===== config.mk =====
export PLATFORM = sky130hd
export DESIGN_NAME = max_pool_layer
export DESIGN_NICKNAME = d
export VERILOG_FILES = /design/src/rtl/max_pool_layer.sv
export SDC_FILE = /design/constraint.sdc
export NUM_CORES = 1
export LEC_CHECK = 0
export BUFFER_PORTS_ARGS = -buffer_cell sky130_fd_sc_hd__buf_2
export CAP_MARGIN = 10
export CORE_ASPECT_RATIO = 0.5
export CORE_UTILIZATION = 60
export CTS_CLUSTER_SIZE = 40
export DETAILED_ROUTE_END_ITERATION = 6
export GPL_TIMING_DRIVEN = 0
export PLACE_DENSITY = 0.82
export SLEW_MARGIN = 20
export SYNTH_ARGS = -nofsm -noshare
export SYNTH_HDL_FRONTEND = slang
export SYNTH_SLANG_ARGS = --single-unit
export TNS_END_PERCENT = 1

===== constraint.sdc =====
create_clock -name clk_i -period 8.54 [get_ports clk_i]
set_input_delay 0.854 -clock clk_i [delete_from_list [all_inputs] [get_ports clk_i]]
set_output_delay 0.854 -clock clk_i [all_outputs]
set_load 0.01 [all_outputs]

===== src/rtl/max_pool_layer.sv =====
// 2x2 stride-2 max pooling over EngineCount parallel row-major feature maps, one half-width line buffer per engine.
// Optional fused ReLU on every pooled result when MAX_POOL_RELU_EN is defined.
module max_pool_layer #(
    parameter int Bits          = 8,
    parameter int EngineCount   = 2,
    parameter int MaxMatrixSize = 10
) (
    input  logic                                   clk_i,
    input  logic                                   rst_i,
    input  logic                                   start_i,
    input  logic [$clog2(MaxMatrixSize+1)-1:0]     matrix_size_i,
    input  logic                                   data_valid_i,
    input  logic [EngineCount-1:0][Bits-1:0]       data_i,
    output logic                                   pool_valid_o,
    output logic [EngineCount-1:0][Bits-1:0]       data_o,
    output logic                                   pool_done_o,
    output logic                                   pool_running_o,
    input  logic                                   assert_on_i
);
    localparam int SW  = $clog2(MaxMatrixSize + 1);
    localparam int LBD = (MaxMatrixSize / 2 > 0) ? MaxMatrixSize / 2 : 1;
    localparam int LBW = (LBD > 1) ? $clog2(LBD) : 1;
    localparam logic [SW-1:0] ONE = SW'(1);
    localparam logic [SW-1:0] TWO = SW'(2);

    typedef enum logic {IDLE, RUN} state_t;

    state_t          state_reg, state_next;
    logic [SW-1:0]   n_reg, n_next;
    logic [SW-1:0]   c_reg, c_next;
    logic [SW-1:0]   r_reg, r_next;
    logic            valid_reg, done_reg;

    logic [SW-1:0]   n_m1, n_even;
    logic [LBW-1:0]  lb_addr;
    logic            beat, last_beat, in_window;
    logic            hold_wr, lb_wr, pool_fire, done_next;

    assign n_m1      = n_reg - ONE;
    assign n_even    = {n_reg[SW-1:1], 1'b0};
    assign beat      = (state_reg == RUN) && data_valid_i;
    assign last_beat = beat && (c_reg == n_m1) && (r_reg == n_m1);
    // The trailing row/column of an odd-sized map never belongs to a full window.
    assign in_window = (c_reg < n_even) && (r_reg < n_even);
    assign hold_wr   = beat && in_window && !c_reg[0];
    assign lb_wr     = beat && in_window && !r_reg[0] && c_reg[0];
    assign pool_fire = beat && in_window &&  r_reg[0] && c_reg[0];
    assign done_next = last_beat ||
                       ((state_reg == IDLE) && start_i && (matrix_size_i < TWO));
    assign lb_addr   = LBW'(c_reg >> 1);

    always_comb begin
        state_next = state_reg;
        n_next     = n_reg;
        c_next     = c_reg;
        r_next     = r_reg;
        case (state_reg)
            IDLE: begin
                if (start_i) begin
                    n_next = matrix_size_i;
                    c_next = '0;
                    r_next = '0;
                    if (matrix_size_i >= TWO)
                        state_next = RUN;
                end
            end
            RUN: begin
                if (beat) begin
                    if (c_reg == n_m1) begin
                        c_next = '0;
                        r_next = r_reg + ONE;
                    end else begin
                        c_next = c_reg + ONE;
                    end
                    if (last_beat) begin
                        state_next = IDLE;
                        c_next     = '0;
                        r_next     = '0;
                    end
                end
            end
            default: state_next = IDLE;
        endcase
    end

    always_ff @(posedge clk_i) begin
        if (rst_i) begin
            state_reg <= IDLE;
            n_reg     <= '0;
            c_reg     <= '0;
            r_reg     <= '0;
            valid_reg <= 1'b0;
            done_reg  <= 1'b0;
        end else begin
            state_reg <= state_next;
            n_reg     <= n_next;
            c_reg     <= c_next;
            r_reg     <= r_next;
            valid_reg <= pool_fire;
            done_reg  <= done_next;
        end
    end

    assign pool_valid_o   = valid_reg;
    assign pool_done_o    = done_reg;
    assign pool_running_o = (state_reg == RUN);

    for (genvar gi = 0; gi < EngineCount; gi++) begin : g_engine
        logic signed [Bits-1:0] din, hold_reg, lb_rd, pair_max, win_max, result, data_reg;
        logic        [Bits-1:0] linebuf [LBD];

        assign din      = data_i[gi];
        assign lb_rd    = linebuf[lb_addr];
        assign pair_max = (din > hold_reg) ? din : hold_reg;
        assign win_max  = (pair_max > lb_rd) ? pair_max : lb_rd;
`ifdef MAX_POOL_RELU_EN
        assign result   = win_max[Bits-1] ? '0 : win_max;
`else
        assign result   = win_max;
`endif

        always_ff @(posedge clk_i) begin
            if (lb_wr)
                linebuf[lb_addr] <= pair_max;
        end

        always_ff @(posedge clk_i) begin
            if (rst_i) begin
                hold_reg <= '0;
                data_reg <= '0;
            end else begin
                if (hold_wr)
                    hold_reg <= din;
                if (pool_fire)
                    data_reg <= result;
            end
        end

        assign data_o[gi] = data_reg;
    end

    // Simulation-only protocol checks, gated by assert_on_i.
    always @(posedge clk_i) begin
        if (!rst_i && assert_on_i && (state_reg == IDLE)) begin
            assert (!data_valid_i)
                else $error("max_pool_layer: data_valid_i asserted while IDLE");
            assert (!(start_i && (matrix_size_i > SW'(MaxMatrixSize))))
                else $error("max_pool_layer: matrix_size_i exceeds MaxMatrixSize");
        end
    end
endmodule

# Yosys cells after proc, flatten, opt, wreduce, memory -nomap -nowiden
# Memory sizes are Yosys's and may differ from the RTL's. A register that Yosys moved wholly into a read port is not among the register bits.
# Index checks and enable logic that the tools add are counted.
# op_classes
n_reduce_logical	18
addsub	3
bitwise_logic	1
eq_ne	5
n_lt_le_gt_ge	8
mux	24
# ops
op	count
$gt 8x8->1	4
$mux 8	4
$mux 4	7
$pmux 4 s2	2
$logic_and 1x1->1	12
$mux 3	4
$add 4x1->4 const B	2
$eq 4x4->1	2
$lt 4x4->1	2
$mux 1	6
$ge 4x2->1 const B	1
$lt 4x2->1 const B	1
$reduce_and 2->1	2
$sub 4x1->4 const B	1
$ne 3x1->1 const B	1
$reduce_and 3->1	1
$logic_not 1->1	2
$ne 2x1->1 const B	1
$ne 2x2->1 const B	1
$pmux 1 s2	1
$logic_or 1x1->1	1
$not 1->1	1
# word_totals
in_bits	25
ff_bits	47
output_inout_bits	19
mem_bits_rw	80
mem_count	2
# memory_table
memory	depth	word_bits	rd	rd_ports_with_merged_regs	write_ports	line_no	rtl
g_engine[0].linebuf	5	8	1	1	1	110	logic [Bits-1:0] linebuf [LBD];
g_engine[1].linebuf	5	8	1	1	1	110	

# Longest topological paths before layout
# logic_depth
word_depth	9
ltp_mapped	16

# Worst setup path after synthesis
# No wires, ideal clock.
# synth_timing
path_type	input -> register
start	input data_i[7] in the netlist's numbering
end	register g_engine[0].data_reg[0]
setup_time_ns	0.076
n_path_buf	0
required_ns	8.464
path_stages	13
arrival_time_ns	3.838
slack_ns	4.626
cell_sequence	ha_1 nand4_1 o32ai_1 a31oi_1 a21oi_2 mux2i_1 inv_1 ha_1 and4_1 a41o_1 a32oi_1 nand2_1 o21ai_0
# synth_via
elab_chain_cells	4
# synth_lines
element	line_no	rtl
from (decl)	13	input logic [EngineCount-1:0][Bits-1:0] data_i,
$gt 8x8->1	114	assign pair_max = (din > hold_reg) ? din : hold_reg;
$mux 8 *	114	
$gt 8x8->1	115	assign win_max = (pair_max > lb_rd) ? pair_max : lb_rd;
$mux 8 *	115	
to (signal assigned)	135	data_reg <= result;
to (decl)	109	logic signed [Bits-1:0] din, hold_reg, lb_rd, pair_max, win_max, result, data_reg;
# Mark *: on every way between the ends. The rest lies on a longest branch, timed or not.
# A chain may end at the register's enable or synchronous reset.

# Final worst setup path
# layout_timing
start	input data_i[7] in the netlist's numbering
end	register g_engine[0].data_reg[4]
# layout_via
elab_chain_cells	4
# layout_lines
element	line_no
$gt 8x8->1 *	114
$mux 8 *	114
named net g_engine[0].pair_max[4]	109
$gt 8x8->1	115
$mux 8 *	115
# Mark *: on every way through the listed nets, which the timed path passes. The rest lies on a longest branch.

==> results.txt <==
----------------------------------------------------
[Setup path]
  Logic depth of the worst register-to-register path ... 14
  Data arrival, critical path ... 4970 ps
  Launching element type of the critical path ... primary input
  Worst setup EP type ... flop
  Required time at the endpoint of the critical path ... 8870 ps
  Critical Setup Path Class ... primary input to flop
  Largest fanout on the critical path ... 9

[STA]
  Top achievable clock speed ... 216 MHz
  Summed negative setup slack over all endpoints ... 0 ps
  Final setup violation count ... 0
  Number of pins with negative max-slew slack in the final report ... 0
  Clk_skew ... 6.69 ps
  Final period demand of the worst path ... 4640 ps
  Final-report hold violation count ... 0
  Least-Margin Pin Slew ... 1000 ps
  Worst-case headroom to the max-slew limit ... 32.2%
  RSZ-0062 raised after global routing ... false
  Crit share post-route ... 54.3%
  Worst Slack Setup Final ... 3900 ps

[GRT]
  Largest net degree at the start of global routing ... 17
  Antenna violations before repair ... 0
  Overall track demand over capacity in global routing ... 27.5%
  Number of global-route vias before repair ... 4187
  Wire length of the first global-routing pass ... 21.6 mm
  Gr ovfl total ... 0

[Yosys]
  Cell count after synthesis ... 499
  Most frequent cells after synthesis ... sky130_fd_sc_hd__edfxtp_1 (80), sky130_fd_sc_hd__dfxtp_1 (50), sky130_fd_sc_hd__mux2i_1 (47)
  Area fraction of the dominant cell type after synthesis ... 38.8%
  Number of nets in the synthesized netlist ... 563
  Syn Std Cell Area ... 6190 um2
  FFs w/ async S/R, synth ... 0%
  Main flop type after synthesis ... sky130_fd_sc_hd__edfxtp_1
  Unique masters post-synth ... 50
  Synth area leaders ... sky130_fd_sc_hd__edfxtp_1 (39%), sky130_fd_sc_hd__dfxtp_1 (16%), sky130_fd_sc_hd__ha_1 (7.9%)
  Number of flops mapped to enable cells by yosys ... 80
  Synthesized area per cell ... 12.4 um2
  Most repeated cell in the gate-level netlist after synthesis ... sky130_fd_sc_hd__edfxtp_1
  Cell type with the highest aggregate area in the netlist ... sky130_fd_sc_hd__edfxtp_1
  Syn. warnings ... 0
  Share of synthesized area occupied by flip-flops and latches ... 55.0%
  Register bit total from synthesis ... 130

[Floorplanning]
  Io pins ... 44
  Initial standard-cell utilization of the core ... 63.6%
  Die boundary width ... 146 um
  Placement Rows ... 25
  Die Outline Area ... 10700 um2
  Die height ... 73.8 um
  Core footprint ... 9730 um2

[Drt]
  Routed Wire Length ... 13.8 mm
  Mean number of vias per cell ... 6.05
  Number of nets with antenna violations after detailed routing ... 0
  DRC violation count after routing ... 0
  Average routed wire per standard cell ... 19.6 um
  Vias ... 4277
  Initial DRC Count ... 376
  Pre-Repair DR Iteration Count ... 5

[Clock network]
  Hold buffers post-CTS ... 0
  Maximum number of buffers from clock root to sink ... 2
  Clock buffers created by TritonCTS ... 17
  Clock root buffer ... sky130_fd_sc_hd__clkbuf_16
  H-tree depth ... 4
  Insertion delay of the later-clocked pin in the worst-skew pair ... 410 ps
  CTS clk-pin slew, worst paths ... 60 ps
  # resized after CTS ... 0
  CTS sink count ... 130
  Count of buffers added by post-CTS timing repair for setup ... 0
  Clock tree from TritonCTS ... yes

[Status]
  Outcome ... complete, no violations

[Cells and area]
  Area overhead of the layout relative to synthesis ... 16.4%
  Total Nets Final ... 625
  Flip-flop count of the largest register after layout ... 80
  Final Core Density ... 74.0%
  Share of cells above drive strength 1 ... 18.0%
  Antenna Cells ... 0

[Power and ir drop]
  Register share of total power ... 43.5%
  Sw frac ... 21.3%
  Standby leakage power ... 2.72 nW
  P_sw ... 0.331 mW
  Cell-internal power ... 1.22 mW
  Clock Power Share ... 49.4%
  Worst VDD drop ... 0.157 mV
  Pwr dens ... 216 nW/um2
  Combinational power share ... 7.1%

[Run]
  Max Cap Violations ... 0

[Placement]
  Final HPWL from detailed placement ... 9.20 mm
  Weighted congestion at the end of routability-driven global placement ... 0.875
  Setup slack after placement ... 3580 ps
  Count of input and output buffers ... 41

[Worst hold path]
  Worst hold path cell count ... 2
  Min-Delay Path Class ... flop to flop

----------------------------------------------------
==> cell type report <==
cell class / count / area [um2]
timing repair buffer: 43 / 220
clock buffer: 18 / 429
tap: 135 / 169
sequential: 130 / 3400
multi-input combinational: 307 / 2530
fill: 623 / 2530
inverter: 44 / 165
buffer: 18 / 88.8
clock inverter: 12 / 190
==> stage by stage <==
stage	instances	cell area [um2]	hold slack, ps	power (mW)
3_3_place_gp	675	6560	448	0.790
5_1_grt	707	7200	492	1.60
3_5_place_dp	677	6580	454	0.794
2_1_floorplan	499	6190	483	0.762
6_report	707	7200	469	1.55
4_1_cts	707	7200	468	1.55
==> cell families after synthesis <==
group,after synthesis,synth area share [%]
AO/OA/AOI/OAI,79,7.73
XOR/XNOR,17,2.41
adder cells (fa/ha/maj),39,7.89
buffers and inverters,62,4.11
flip-flops,130,55.0
multiplexers,65,13.8
AND/OR/NAND/NOR,107,9.06
==> critical path: stages <==
cell and delay [ps]:
sky130_fd_sc_hd__buf_2 120, sky130_fd_sc_hd__ha_1 320, sky130_fd_sc_hd__nand4_1 140, sky130_fd_sc_hd__o32ai_1 290
sky130_fd_sc_hd__a31oi_1 80, sky130_fd_sc_hd__a21oi_2 480, sky130_fd_sc_hd__mux2i_1 520, sky130_fd_sc_hd__inv_1 220
sky130_fd_sc_hd__ha_1 370, sky130_fd_sc_hd__and4_1 180, sky130_fd_sc_hd__a41o_1 240, sky130_fd_sc_hd__a32oi_1 540
sky130_fd_sc_hd__nand2_1 340, sky130_fd_sc_hd__o21ai_0 260
==> power by group through the flow <==
stage / clock network, mW / logic [mW] / registers (mW)
2_1_floorplan: 0 / 0.0731 / 0.689
3_3_place_gp: 0 / 0.101 / 0.689
3_5_place_dp: 0 / 0.105 / 0.689
4_1_cts: 0.770 / 0.108 / 0.676
5_1_grt: 0.798 / 0.121 / 0.677
6_report: 0.768 / 0.110 / 0.676
==> cells in the final DEF (no fill, tap or decap), types with 4 or more instances in the layout <==
cell type                   count
sky130_fd_sc_hd__a21o_1         5
sky130_fd_sc_hd__bufinv_16      5
sky130_fd_sc_hd__dfxtp_1       50
sky130_fd_sc_hd__and3_1         4
sky130_fd_sc_hd__a21oi_1       29
sky130_fd_sc_hd__ha_1          39
sky130_fd_sc_hd__mux4_2        16
sky130_fd_sc_hd__xor2_1         7
sky130_fd_sc_hd__o21ai_0       23
sky130_fd_sc_hd__nand2_1       25
sky130_fd_sc_hd__nor3_1        17
sky130_fd_sc_hd__clkbuf_1      12
sky130_fd_sc_hd__clkbuf_16     17
sky130_fd_sc_hd__edfxtp_1      80
sky130_fd_sc_hd__mux2i_1       47
sky130_fd_sc_hd__buf_2         46
sky130_fd_sc_hd__inv_1         44
sky130_fd_sc_hd__xnor2_1       10
sky130_fd_sc_hd__nor2_1        31
sky130_fd_sc_hd__nand4_1        4
==> final timing paths <==
check | slack (ps) | start | endpoint
max reg2reg | 4060 | g_engine[0].hold_reg[7] | g_engine[0].data_reg[4]
min reg2reg | 470 | g_engine[1].data_reg[2] | g_engine[1].data_reg[2]
min | 470 | g_engine[1].data_reg[2] | g_engine[1].data_reg[2]
max | 3900 | data_i[7] | g_engine[0].data_reg[4]
==> routing by layer <==
| metal | vias to the layer above | global-route usage [%] | wire, um |
|---|---|---|---|
| li1 | 1969 | - | - |
| met1 | 2103 | 35.9 | 6070 |
| met2 | 179 | 45.7 | 6520 |
| met3 | 26 | 7.33 | 1060 |
| met4 | 0 | 9.24 | 195 |
| met5 | - | 0 | 0 |
Power figures use the tool's default switching activity.
